$ cat config.mk
export PLATFORM = sky130hd
export DESIGN_NAME = cache_axi_arbiter
export DESIGN_NICKNAME = d
export VERILOG_FILES = /design/src/rtl/cache_axi_arbiter_pkg.sv /design/src/rtl/cache_axi_arbiter_axi_wr_channel.sv /design/src/rtl/cache_axi_arbiter.sv
export SDC_FILE = /design/constraint.sdc
export NUM_CORES = 1
export LEC_CHECK = 0
export CAP_MARGIN = 10
export CORE_AREA = 2 2 170 172
export CTS_CLUSTER_DIAMETER = 150
export DETAILED_ROUTE_END_ITERATION = 8
export DIE_AREA = 0 0 172 174
export PLACE_DENSITY = 0.69
export SETUP_SLACK_MARGIN = 0.5
export SYNTH_ARGS = -nofsm -noshare
export SYNTH_HDL_FRONTEND = slang
export SYNTH_HIERARCHICAL = 1
export SYNTH_SLANG_ARGS = --single-unit
$ cat constraint.sdc
create_clock -name clk -period 3.5 [get_ports clk]
set_input_delay 0.7 -clock clk [delete_from_list [all_inputs] [get_ports clk]]
set_output_delay 0.7 -clock clk [all_outputs]
set_load 0.1 [all_outputs]
$ cat src/rtl/cache_axi_arbiter_pkg.sv
// Shared types and AXI constants for the cache-to-AXI arbiter.
// ARB_RR_EN (defined in the top) selects round-robin read arbitration.
package cache_axi_arbiter_pkg;

  localparam int          BURST_LEN_DEF = 4;
  localparam logic [3:0]  ARLEN         = 4'(BURST_LEN_DEF - 1);
  localparam logic [3:0]  AWLEN         = 4'(BURST_LEN_DEF - 1);
  localparam logic [2:0]  AXSIZE_WORD   = 3'd2;
  localparam logic [1:0]  BURST_INCR    = 2'b01;
  localparam int          LINE_OFS_W    = 4;

  typedef enum logic [1:0] {
    R_IDLE = 2'd0,
    R_AR   = 2'd1,
    R_DATA = 2'd2
  } rd_state_e;

  typedef enum logic [1:0] {
    W_IDLE = 2'd0,
    W_AW   = 2'd1,
    W_DATA = 2'd2,
    W_RESP = 2'd3
  } wr_state_e;

endpackage

$ cat src/rtl/cache_axi_arbiter_axi_wr_channel.sv
// DCache writeback engine: captures one line, then issues AW, four W beats
// and waits for B. Reports its buffered line so the reader can detect hazards.
module axi_wr_channel
  import cache_axi_arbiter_pkg::*;
#(
  parameter int BURST_LEN = BURST_LEN_DEF
) (
  input  logic                   clk,
  input  logic                   reset,
  input  logic                   wr_req_i,
  input  logic [31:LINE_OFS_W]   wr_line_i,
  input  logic [127:0]           wr_data_i,
  output logic                   wr_rdy_o,
  output logic [31:LINE_OFS_W]   wr_line_o,
  output logic [31:0]            awaddr_o,
  output logic                   awvalid_o,
  input  logic                   awready_i,
  output logic [31:0]            wdata_o,
  output logic                   wlast_o,
  output logic                   wvalid_o,
  input  logic                   wready_i,
  input  logic                   bvalid_i,
  output logic                   bready_o,
  output wr_state_e              state_o
);

  wr_state_e                state_q, state_d;
  logic [127:0]             buf_q, buf_d;
  logic [31:LINE_OFS_W]     line_q, line_d;
  logic [1:0]               cnt_q, cnt_d;
  logic                     last_beat;

  assign last_beat = (cnt_q == 2'(BURST_LEN - 1));

  always_ff @(posedge clk) begin
    if (reset) begin
      state_q <= W_IDLE;
      buf_q   <= '0;
      line_q  <= '0;
      cnt_q   <= '0;
    end else begin
      state_q <= state_d;
      buf_q   <= buf_d;
      line_q  <= line_d;
      cnt_q   <= cnt_d;
    end
  end

  always_comb begin
    state_d = state_q;
    buf_d   = buf_q;
    line_d  = line_q;
    cnt_d   = cnt_q;
    case (state_q)
      W_IDLE: begin
        if (wr_req_i) begin
          buf_d   = wr_data_i;
          line_d  = wr_line_i;
          state_d = W_AW;
        end
      end
      W_AW: begin
        if (awready_i) state_d = W_DATA;
      end
      W_DATA: begin
        if (wready_i) begin
          if (last_beat) begin
            cnt_d   = '0;
            state_d = W_RESP;
          end else begin
            cnt_d = cnt_q + 2'd1;
          end
        end
      end
      W_RESP: begin
        if (bvalid_i) state_d = W_IDLE;
      end
      default: state_d = W_IDLE;
    endcase
  end

  assign wr_rdy_o  = (state_q == W_IDLE);
  assign wr_line_o = line_q;
  assign awaddr_o  = {line_q, {LINE_OFS_W{1'b0}}};
  assign awvalid_o = (state_q == W_AW);
  assign wvalid_o  = (state_q == W_DATA);
  assign wlast_o   = wvalid_o & last_beat;
  // Word 0 of the line sits in the low 32 bits of the buffer.
  assign wdata_o   = buf_q[{cnt_q, 5'b0} +: 32];
  assign bready_o  = (state_q == W_RESP);
  assign state_o   = state_q;

endmodule

$ cat src/rtl/cache_axi_arbiter.sv
// Shares one AXI3 master between ICache refills, DCache refills and DCache
// writebacks. Define ARB_RR_EN for round-robin reads; default is DCache-first.
module cache_axi_arbiter
  import cache_axi_arbiter_pkg::*;
#(
  parameter int BURST_LEN = BURST_LEN_DEF
) (
  input  logic          clk,
  input  logic          reset,
  input  logic          i_rd_req,
  input  logic [31:0]   i_rd_addr,
  output logic          i_rd_rdy,
  input  logic          d_rd_req,
  input  logic [31:0]   d_rd_addr,
  output logic          d_rd_rdy,
  output logic          ret_valid,
  output logic          ret_sel,
  output logic          ret_last,
  output logic [31:0]   ret_data,
  input  logic          d_wr_req,
  input  logic [31:0]   d_wr_addr,
  input  logic [127:0]  d_wr_data,
  output logic          d_wr_rdy,
  output logic [31:0]   araddr,
  output logic [3:0]    arlen,
  output logic [2:0]    arsize,
  output logic [1:0]    arburst,
  output logic          arvalid,
  input  logic          arready,
  input  logic [31:0]   rdata,
  input  logic          rvalid,
  input  logic          rlast,
  output logic          rready,
  output logic [31:0]   awaddr,
  output logic [3:0]    awlen,
  output logic [2:0]    awsize,
  output logic [1:0]    awburst,
  output logic          awvalid,
  input  logic          awready,
  output logic [31:0]   wdata,
  output logic [3:0]    wstrb,
  output logic          wlast,
  output logic          wvalid,
  input  logic          wready,
  input  logic          bvalid,
  output logic          bready,
  output rd_state_e     dbg_rd_state_o,
  output wr_state_e     dbg_wr_state_o
);

  // Handshake rule on every channel: a transfer happens on a rising clk edge
  // where valid and ready are both high; valid and payload hold until then.

  rd_state_e             rd_state_q, rd_state_d;
  logic [31:0]           araddr_q, araddr_d;
  logic                  owner_q, owner_d;
  logic                  wr_idle, wr_accept;
  logic [31:LINE_OFS_W]  wr_line;
  logic                  i_haz, d_haz, i_elig, d_elig, grant_i, grant_d;
  logic                  unused_ofs;

  assign unused_ofs = ^{i_rd_addr[LINE_OFS_W-1:0], d_rd_addr[LINE_OFS_W-1:0],
                        d_wr_addr[LINE_OFS_W-1:0]};

  axi_wr_channel #(.BURST_LEN(BURST_LEN)) u_wr (
    .clk       (clk),
    .reset     (reset),
    .wr_req_i  (d_wr_req),
    .wr_line_i (d_wr_addr[31:LINE_OFS_W]),
    .wr_data_i (d_wr_data),
    .wr_rdy_o  (wr_idle),
    .wr_line_o (wr_line),
    .awaddr_o  (awaddr),
    .awvalid_o (awvalid),
    .awready_i (awready),
    .wdata_o   (wdata),
    .wlast_o   (wlast),
    .wvalid_o  (wvalid),
    .wready_i  (wready),
    .bvalid_i  (bvalid),
    .bready_o  (bready),
    .state_o   (dbg_wr_state_o)
  );

  // A read may not overtake a writeback of the same line, including one
  // being captured in this very cycle.
  assign wr_accept = d_wr_req & wr_idle;
  assign i_haz = (~wr_idle & (i_rd_addr[31:LINE_OFS_W] == wr_line)) |
                 (wr_accept & (i_rd_addr[31:LINE_OFS_W] == d_wr_addr[31:LINE_OFS_W]));
  assign d_haz = (~wr_idle & (d_rd_addr[31:LINE_OFS_W] == wr_line)) |
                 (wr_accept & (d_rd_addr[31:LINE_OFS_W] == d_wr_addr[31:LINE_OFS_W]));
  assign i_elig = i_rd_req & ~i_haz;
  assign d_elig = d_rd_req & ~d_haz;

`ifdef ARB_RR_EN
  logic rr_q, rr_d;  // 1: DCache wins the next contested round

  always_ff @(posedge clk) begin
    if (reset) rr_q <= 1'b0;
    else       rr_q <= rr_d;
  end

  always_comb begin
    rr_d = rr_q;
    if ((rd_state_q == R_IDLE) && (i_elig | d_elig)) rr_d = ~grant_d;
  end

  assign grant_d = d_elig & (~i_elig | rr_q);
`else
  assign grant_d = d_elig;
`endif
  assign grant_i = i_elig & ~grant_d;

  always_ff @(posedge clk) begin
    if (reset) begin
      rd_state_q <= R_IDLE;
      araddr_q   <= '0;
      owner_q    <= 1'b0;
    end else begin
      rd_state_q <= rd_state_d;
      araddr_q   <= araddr_d;
      owner_q    <= owner_d;
    end
  end

  always_comb begin
    rd_state_d = rd_state_q;
    araddr_d   = araddr_q;
    owner_d    = owner_q;
    i_rd_rdy   = 1'b0;
    d_rd_rdy   = 1'b0;
    case (rd_state_q)
      R_IDLE: begin
        if (grant_d) begin
          d_rd_rdy   = 1'b1;
          araddr_d   = {d_rd_addr[31:LINE_OFS_W], {LINE_OFS_W{1'b0}}};
          owner_d    = 1'b1;
          rd_state_d = R_AR;
        end else if (grant_i) begin
          i_rd_rdy   = 1'b1;
          araddr_d   = {i_rd_addr[31:LINE_OFS_W], {LINE_OFS_W{1'b0}}};
          owner_d    = 1'b0;
          rd_state_d = R_AR;
        end
      end
      R_AR: begin
        if (arready) rd_state_d = R_DATA;
      end
      R_DATA: begin
        if (rvalid && rlast) rd_state_d = R_IDLE;
      end
      default: rd_state_d = R_IDLE;
    endcase
  end

  assign araddr         = araddr_q;
  assign arvalid        = (rd_state_q == R_AR);
  assign arlen          = 4'(BURST_LEN - 1);
  assign arsize         = AXSIZE_WORD;
  assign arburst        = BURST_INCR;
  assign rready         = (rd_state_q == R_DATA);
  assign ret_valid      = rready & rvalid;
  assign ret_sel        = owner_q;
  assign ret_last       = ret_valid & rlast;
  assign ret_data       = rdata;
  assign awlen          = 4'(BURST_LEN - 1);
  assign awsize         = AXSIZE_WORD;
  assign awburst        = BURST_INCR;
  assign wstrb          = 4'hf;
  assign d_wr_rdy       = wr_idle;
  assign dbg_rd_state_o = rd_state_q;

endmodule

After elaboration in Yosys (flattened, before gate mapping)
Index checks and enable logic that the tools add are counted.
- add/subtract/negate cells: 1
- equality and inequality tests: 18
- shifts and indexed selects: 1
- muxes and demuxes: 21
- bitwise gates (word level): 17
- reductions and logical operators: 9
- operators with widths (cell ; count):
    128-bit by 8-bit indexed part select with 32-bit output ; 1
    28-bit == test ; 4
    32-bit 2-to-1 mux ; 2
    2-bit 2-to-1 mux ; 10
    1-bit bitwise AND ; 11
    2-bit == test, second input constant ; 4
    2-bit != test, second input constant ; 4
    2-bit one-hot mux with 4 select lines ; 1
    1-bit 2-to-1 mux ; 7
    2-bit by 1-bit != test with 1-bit output, second input constant ; 3
    2-bit one-hot mux with 3 select lines ; 1
    2-bit AND reduction ; 3
    5-bit AND reduction ; 1
    2-bit by 1-bit == test with 1-bit output, second input constant ; 2
    2-bit zero test ; 2
    1-bit NOT ; 4
    3-bit != test, second input constant ; 1
    3-bit AND reduction ; 1
    2-bit by 1-bit adder with 2-bit output, second input constant ; 1
    1-bit OR ; 2
    2-bit nonzero test ; 1
    1-bit logical AND ; 1
- register bits after elaboration: 195
- bits of input ports: 267
- output and inout bits: 166
- word-level logic and storage cells: 74

Longest topological paths before layout
Gate-level depths: netlist of the first run.
- depth in word-level cells: 11
- gate-level depth with buffers: 13
- mapped depth without buffers: 11

Modules after synthesis
The synthesis of the first run kept the hierarchy.
- modules (own cells, without submodules) (module ; times used ; cells each ; area an instance (um^2)):
    axi_wr_channel ; 1 ; 784 ; 6720.2
    cache_axi_arbiter ; 1 ; 405 ; 3253.1

Worst setup path after synthesis of the first run
Ideal clock, no wire load.
- path kind: register -> output
- start: register u_wr.state_q[0], in the netlist u_wr/state_o[0]
- end: output port i_rd_rdy
- data arrival time: 4391 ps
- data required time: 2800 ps
- path slack: -1591 ps
- cell stages (with the launch flop): 9
- buffers on the path: 1
- cells stage by stage: dfxtp_1 > inv_1 > ha_1 > nor2_1 > nand4_1 > or4_4 > and2_4 > clkbuf_1 > nor2_1
- longest elaborated chain between the ends: 11
- elaborated cells on any way between the ends: 18
- ends and longest elaborated chain (element ; RTL line ; source):
    start: declaration ; cache_axi_arbiter_axi_wr_channel.sv:27 ; wr_state_e state_q, state_d;
    start signal: assignment ; cache_axi_arbiter_axi_wr_channel.sv:42 ; state_q <= state_d;
    2-bit zero test (*) ; cache_axi_arbiter_axi_wr_channel.sv:82 ; assign wr_rdy_o = (state_q == W_IDLE);
    net d_wr_rdy ; cache_axi_arbiter.sv:23 ; output logic d_wr_rdy,
    1-bit bitwise AND / 1-bit NOT (equally long branches) ; cache_axi_arbiter.sv:87, cache_axi_arbiter.sv:88, cache_axi_arbiter.sv:90 ;
    1-bit bitwise AND, on equally long branches ; cache_axi_arbiter.sv:91, cache_axi_arbiter.sv:90 ;
    1-bit OR ; cache_axi_arbiter.sv:90 ; assign d_haz = (~wr_idle & (d_rd_addr[31:LINE_OFS_W] == wr_line)) |
    1-bit NOT ; cache_axi_arbiter.sv:93 ; assign d_elig = d_rd_req & ~d_haz;
    1-bit bitwise AND ; cache_axi_arbiter.sv:93 ;
    1-bit NOT ; cache_axi_arbiter.sv:112 ; assign grant_i = i_elig & ~grant_d;
    1-bit bitwise AND ; cache_axi_arbiter.sv:112 ;
    1-bit 2-to-1 mux ; cache_axi_arbiter.sv:139 ; end else if (grant_i) begin
    1-bit 2-to-1 mux (*) ; cache_axi_arbiter.sv:134 ; if (grant_d) begin
    1-bit 2-to-1 mux (*) ; cache_axi_arbiter.sv:132 ; case (rd_state_q)
    end: declaration ; cache_axi_arbiter.sv:12 ; output logic i_rd_rdy,
The timed path passes the listed nets; every way through them passes the cells marked *.

Worst setup path after layout of the first run
- start: input port d_rd_addr[23]
- end: output port i_rd_rdy
- longest elaborated chain between the ends: 10
- elaborated cells on any way between the ends: 12
- ends and longest elaborated chain (element ; RTL line ; source):
    start: declaration ; cache_axi_arbiter.sv:14 ; input logic [31:0] d_rd_addr,
    28-bit == test, on equally long branches ; cache_axi_arbiter.sv:90, cache_axi_arbiter.sv:91 ;
    1-bit bitwise AND, on equally long branches ; cache_axi_arbiter.sv:90, cache_axi_arbiter.sv:91 ;
    1-bit OR (*) ; cache_axi_arbiter.sv:90 ;
    1-bit NOT (*) ; cache_axi_arbiter.sv:93 ;
    1-bit bitwise AND (*) ; cache_axi_arbiter.sv:93 ;
    1-bit NOT ; cache_axi_arbiter.sv:112 ;
    1-bit bitwise AND ; cache_axi_arbiter.sv:112 ;
    1-bit 2-to-1 mux ; cache_axi_arbiter.sv:139 ;
    1-bit 2-to-1 mux (*) ; cache_axi_arbiter.sv:134 ;
    1-bit 2-to-1 mux (*) ; cache_axi_arbiter.sv:132 ;
Mark *: on every way between the ends. The rest lies on a longest branch, timed or not.

==> reports/metrics.cfg, run 1 <==
[cts]
hold_buffers=0
clock_sinks=191
cts_tree=done
clkLatencyLatePin_ns=0.44
clkTransAtPathRegs_ns=0.07
numCtsBuffers=17
cts.htree.levels=4
cts-root-buf=clkbuf_16
cts.path.max_buffers=2

[sta]
worst_pin_slew_ns=1.01
period_share_pct=93.2
rsz0062_at_grt=true
final.setup.tns_ns=0
fin_crit_ns=3.26
hold_viol=0
setup_viol=0
layout_setup_ws_ns=0.237
maxSlewHeadroom_pct=32.4
skew_ns=0.0153
drv_slew=0
max_freq_ghz=0.307

[logic_synthesis]
synth_seq_cells=191
netlist_area_mm2=0.00997
synth_cells=1189
synth_ff_type=dfxtp_1
synth_top_cell_area_share_pct=38.3
synth_common_cells=nand2_1 (376), dfxtp_1 (191), a21oi_1 (159), buf_4 (106), xor2_1 (86)
seq_area_frac_synth_pct=38.3
synth_edf_count=0
synth_most_common_cell=nand2_1
async_reset_ff_share_pct=0
synth_area_per_cell_um2=8.39
yosysUniqueCellTypes=46
ys_warn_count=6
yosysTopAreaCell=dfxtp_1
synth_area_leaders=dfxtp_1 (38%), nand2_1 (14%), a21oi_1 (8.0%)

[drt]
drc=0
vias=9544
postRouteWirelength_mm=35.7
drtPass1Iterations=5
viasPerCell=5.07
wire_per_inst_um=19.0
drt-initial-drc-count=676
drtAntennaViolNets=0

[placement]
dp_slack_ns=-0.231
dp_cells=1823
numPortBuffers=326
dpl.hpwl_mm=26.1
routabilityCongestion=0.923
dpl_cell_area_mm2=0.0132

[worst_hold_path]
holdCritPathClass=flop to flop
min_path_cells=2

[worst_setup_path]
crit_type=primary input to primary output
path_max_fanout=4
required_ns=2.80
start_kind=primary input
cp-end-kind=primary output
cp.arrival_ns=2.56
worstPathCellList=buf_2, xor2_1, nor4_2, nand4_1, or4_4, and2_4, nor2_4, buf_12
cp_slowest_cell=or4_4
reg2reg_depth=17
cp_slowest_stage_delay_ns=0.56

[floorplanning]
num_rows=62
fp.dieW_um=172
io_pins=433
fp.dieH_um=174
placeableCoreArea_mm2=0.0282
start_util_pct=35.3
die_area_mm2=0.0299

[global_routing]
grt-ovfl-total=0
grt_pass1_wl_mm=52.5
grt_pass1_vias=9139
antenna_found_initial=0
grtUsageTotal_pct=23.2
grt_max_degree=85

[power_and_ir_drop]
vdd_ir_drop_max_v=0.000299
power_density_mw_per_mm2=645
p_leak_nw=5.66

[job]
max_cap_violations=0

[layout]
drive_above_1_share_pct=23.6
fill_cells=2725
syn_to_final_growth_pct=44.2
multi_input_area_mm2=0.00553
antenna_cells=0
ff_latch_area_mm2=0.00391
stdcell_area_mm2=0.0144
final_nets=1759
instances_no_fill=1883

[status]
status=complete, no violations

-- final timing paths --
kind                            slack [ns]        endpoint         startpoint
worst max-delay path                  0.24        i_rd_rdy      d_rd_addr[23]
worst min-delay path                  0.45  u_wr/buf_q[27]     u_wr/buf_q[27]
worst max register to register        0.46      araddr[19]  u_wr/wr_line_o[7]
worst min register to register        0.45  u_wr/buf_q[27]     u_wr/buf_q[27]
-- layout by cell type (no fill, tap or decap), types with 12 or more instances in the layout --
cell type,n
xor2_1,75
nor4_1,17
nand4_1,14
dlygate4sd2_1,43
conb_1,30
clkbuf_16,17
dfxtp_2,15
clkdlybuf4s50_1,186
mux4_2,28
buf_4,144
xnor2_1,24
a21oi_1,159
dfxtp_1,159
buf_6,12
nor3_1,24
a311oi_2,25
nand2_1,375
dfxtp_4,17
-- layout make-up --
| class | count | area share, % |
|---|---|---|
| multi-input cells | 853 | 38.5 |
| flip-flops and latches | 191 | 27.2 |
| repair buffers | 417 | 27.0 |
| well taps | 384 | 3.34 |
| clock buffers | 18 | 3.05 |
| clock inverters | 14 | 0.835 |
| inverters | 6 | 0.174 |
-- cells by family (layout without fill, tap and decap cells) --
| family | Yosys count | after routing | synth area share [%] |
|---|---|---|---|
| compound gates | 197 | 197 | 11.4 |
| xor+xnor | 112 | 112 | 9.84 |
| fa+ha+maj | 6 | 6 | 0.753 |
| buf+inv | 172 | 455 | 11.7 |
| flops | 191 | 191 | 38.3 |
| mux | 33 | 33 | 7.48 |
| other cells | 3 | 30 | 0.113 |
| simple gates | 475 | 475 | 20.4 |
-- routing by layer --
layer	wire length (um)	global-route usage (%)	vias to the layer above
met4	1690	11.7	0
met3	2790	5.53	83
li1	-	-	4485
met2	16900	38.7	434
met1	14300	27.8	4542
met5	0	0	-
-- timing repair --
item | in CTS | in global routing
gates cloned | 3 | 0
pin swaps | 38 | 15
setup endpoints to repair | 40 | 30
buffers inserted | 20 | 5
gates resized for setup | 156 | 31
-- through the flow --
stage	util (%)	hold slack (ns)	power, mW
after global routing	50.9	0.465	9.71
after detailed placement	46.8	0.445	7.28
after global placement	46.8	0.438	7.23
after CTS	50.2	0.456	9.27
after floorplan	-	0.432	6.37
final	50.9	0.453	9.28
-- flip-flops by register name, summed over array words and instances, names as in the netlist --
signal          count
araddr             28
dbg_rd_state_o      2
ret_sel             1
u_wr/buf_q        128
u_wr/cnt_q          2
u_wr/state_o        2
u_wr/wr_line_o     28
-- power breakdown --
group	internal (mW)	switching, mW
combinational	1.33	3.16
clock	0.956	0.943
sequential	2.59	0.301
total	4.87	4.41
-- critical path: cells and delay by family --
family,cells,cell delay [ns]
XOR/XNOR,1,0.16
buffers and inverters,2,0.29
AND/OR/NAND/NOR,5,1.40
No activity file was read; power rests on OpenSTA's default activity.
==> inputs of run 2 (changes only) <==
PLACE_DENSITY = 0.73   (was 0.69)
TNS_END_PERCENT = 50   (was default)
==> run 2 against run 1 <==
Fmax shrank 1.8%. Setup slack got worse by 0.060 ns. Final cell count shrank 1.0%. Clock skew rose by 0.00066 ns. Count of clock-buffer cells in the layout is the same. Sequential share of layout area increased by 0.58 points. Core utilization down 1.1 points. Sequential power about the same. Global-route usage decreased by 0.77 points. Hold slack improved by 0.00084 ns. Non-clock buffer count shrank 19. Critical endpoint unchanged. Largest power group unchanged. Highest routed layer is now met5.
==> reports/metrics.cfg, run 2 (synthesis results as in run 1) <==
[layout]
final_nets=1740
stdcell_area_mm2=0.0141
antenna_cells=0
layout_commonest_cell=nand2_1
layout_common_cells=nand2_1 (375), clkdlybuf4s50_1 (191), a21oi_1 (159), dfxtp_1 (159), buf_4 (140)
drive_above_1_share_pct=21.4
final_util_pct=49.8
regMostFlops=u_wr/buf_q
syn_to_final_growth_pct=41.0
largest_reg_flops=128

[worst_setup_path]
worstPathCellList=dlygate4sd2_1, xor2_2, nor4_2, buf_4, nand4_1, or4_4, o2111ai_4, nor2_4, buf_12
path_max_fanout=2
rr_startpoint=u_wr/wr_line_o[14]
reg2reg_depth=11
cp_slowest_stage_delay_ns=0.60
rr_endpoint=araddr[21]
start_kind=primary input
cp.arrival_ns=2.62
reg2reg_slack_ns=0.82
cp_slowest_cell=or4_4
cp-end-kind=primary output
crit_type=primary input to primary output
required_ns=2.80

[floorplanning]
fp.dieH_um=174
num_rows=62
placeableCoreArea_mm2=0.0282
die_area_mm2=0.0299
fp.dieW_um=172
start_util_pct=35.3
io_pins=433

[placement]
dp_slack_ns=-0.307
dpl_cell_area_mm2=0.0132
routabilityCongestion=0.944
numPortBuffers=326
dpl.hpwl_mm=26.1

[cts]
cts_tree=done
numCtsBuffers=17
cts-root-buf=clkbuf_16
clkLatencyLatePin_ns=0.43
clkTransAtPathRegs_ns=0.07
clock_sinks=191
cts.path.max_buffers=2
cts.htree.levels=4

[sta]
rsz0062_at_grt=true
period_share_pct=94.9
whs_ns=0.454
fin_crit_ns=3.32
hold_viol=0
maxSlewHeadroom_pct=31.5
setup_viol=0
skew_ns=0.0160
layout_setup_ws_ns=0.177
drv_slew=0
max_freq_ghz=0.301
worst_pin_slew_ns=1.02

[power_and_ir_drop]
power_density_mw_per_mm2=658
vdd_ir_drop_max_v=0.000333
p_leak_nw=5.56
p_total_mw=9.26

[global_routing]
grt-ovfl-total=0
antenna_found_initial=1
grt_pass1_wl_mm=51.4
grt_pass1_vias=9027
grtUsageTotal_pct=22.4
grt_max_degree=117

[worst_hold_path]
min_from=u_wr/buf_q[68]
hold_path_end=u_wr/buf_q[68]
holdCritPathClass=flop to flop
min_path_cells=2

[drt]
drt-initial-drc-count=625
drc=0
drtAntennaViolNets=0
viasPerCell=4.98
wire_per_inst_um=18.7
postRouteWirelength_mm=34.8
drtPass1Iterations=5
vias=9291

[job]
max_cap_violations=0

[status]
status=complete, no violations

[run 2: cell types whose count changed in the layout (fill, tap and decap cells not counted), moves of 5 or more]
| cell | previous run | this run |
|---|---|---|
| xor2_1 | 75 | 68 |
| a311oi_1 | 3 | 27 |
| buf_6 | 12 | 5 |
| xor2_2 | 7 | 16 |
| dlygate4sd2_1 | 43 | 32 |
| clkdlybuf4s50_1 | 186 | 191 |
| a311oi_2 | 25 | 1 |
| dlymetal6s2s_1 | 0 | 7 |
[run 2: cell type report]
cell class	count	area, um^2
Fill cell	2768	14200
Multi-Input combinational cell	853	5390
Sequential cell	191	3900
Timing Repair Buffer	398	3670
Tap cell	384	480
Clock buffer	18	429
Clock inverter	14	165
Inverter	6	25.0
[run 2: timing repair]
action | CTS | global route
gates resized for setup | 131 | 13
pin swaps | 26 | 10
buffers inserted | 5 | 1
endpoints found under the hold margin | 0 | 0
hold buffers | 0 | 0
endpoints found under the setup margin | 31 | 16
[run 2: power by group]
group	leakage, nW	total (mW)	internal, mW	switching [mW]
sequential	1.59	2.89	2.59	0.305
clock	0.289	1.98	0.971	1.01
combinational	3.68	4.39	1.26	3.13
[run 2: metrics by stage]
step | TNS (ns) | cells
5_1_grt | 0 | 1864
4_1_cts | 0 | 1863
3_3_place_gp | -3.94 | 1826
6_report | 0 | 1864
3_5_place_dp | -3.77 | 1826
2_1_floorplan | 0 | 1216
[run 2: how the worst max path moves through the flow]
stage                                  start       end  slack, ns  cells after the start
final                          i_rd_addr[14]  i_rd_rdy       0.18                      9
after detailed placement       d_rd_addr[24]  i_rd_rdy      -0.31                      8
after global routing           i_rd_addr[14]  i_rd_rdy       0.15                      9
after floorplan                d_rd_addr[19]  i_rd_rdy       0.25                      7
after global placement         d_rd_addr[24]  i_rd_rdy      -0.32                      8
after CTS                 u_wr/wr_line_o[14]  i_rd_rdy       0.21                      7
[run 2: worst max-delay path: cells and delay by family]
kind            cells  cell delay (ns)
simple gates        4             0.96
buf+inv             3             0.62
compound gates      1             0.11
xor+xnor            1             0.23
[run 2: layer usage]
metal	vias to the layer above	routed length, um	global-route usage [%]
li1	4428	-	-
met5	-	9	0
met2	428	16500	37.4
met4	2	1860	12.7
met3	82	2810	5.12
met1	4351	13600	26.4
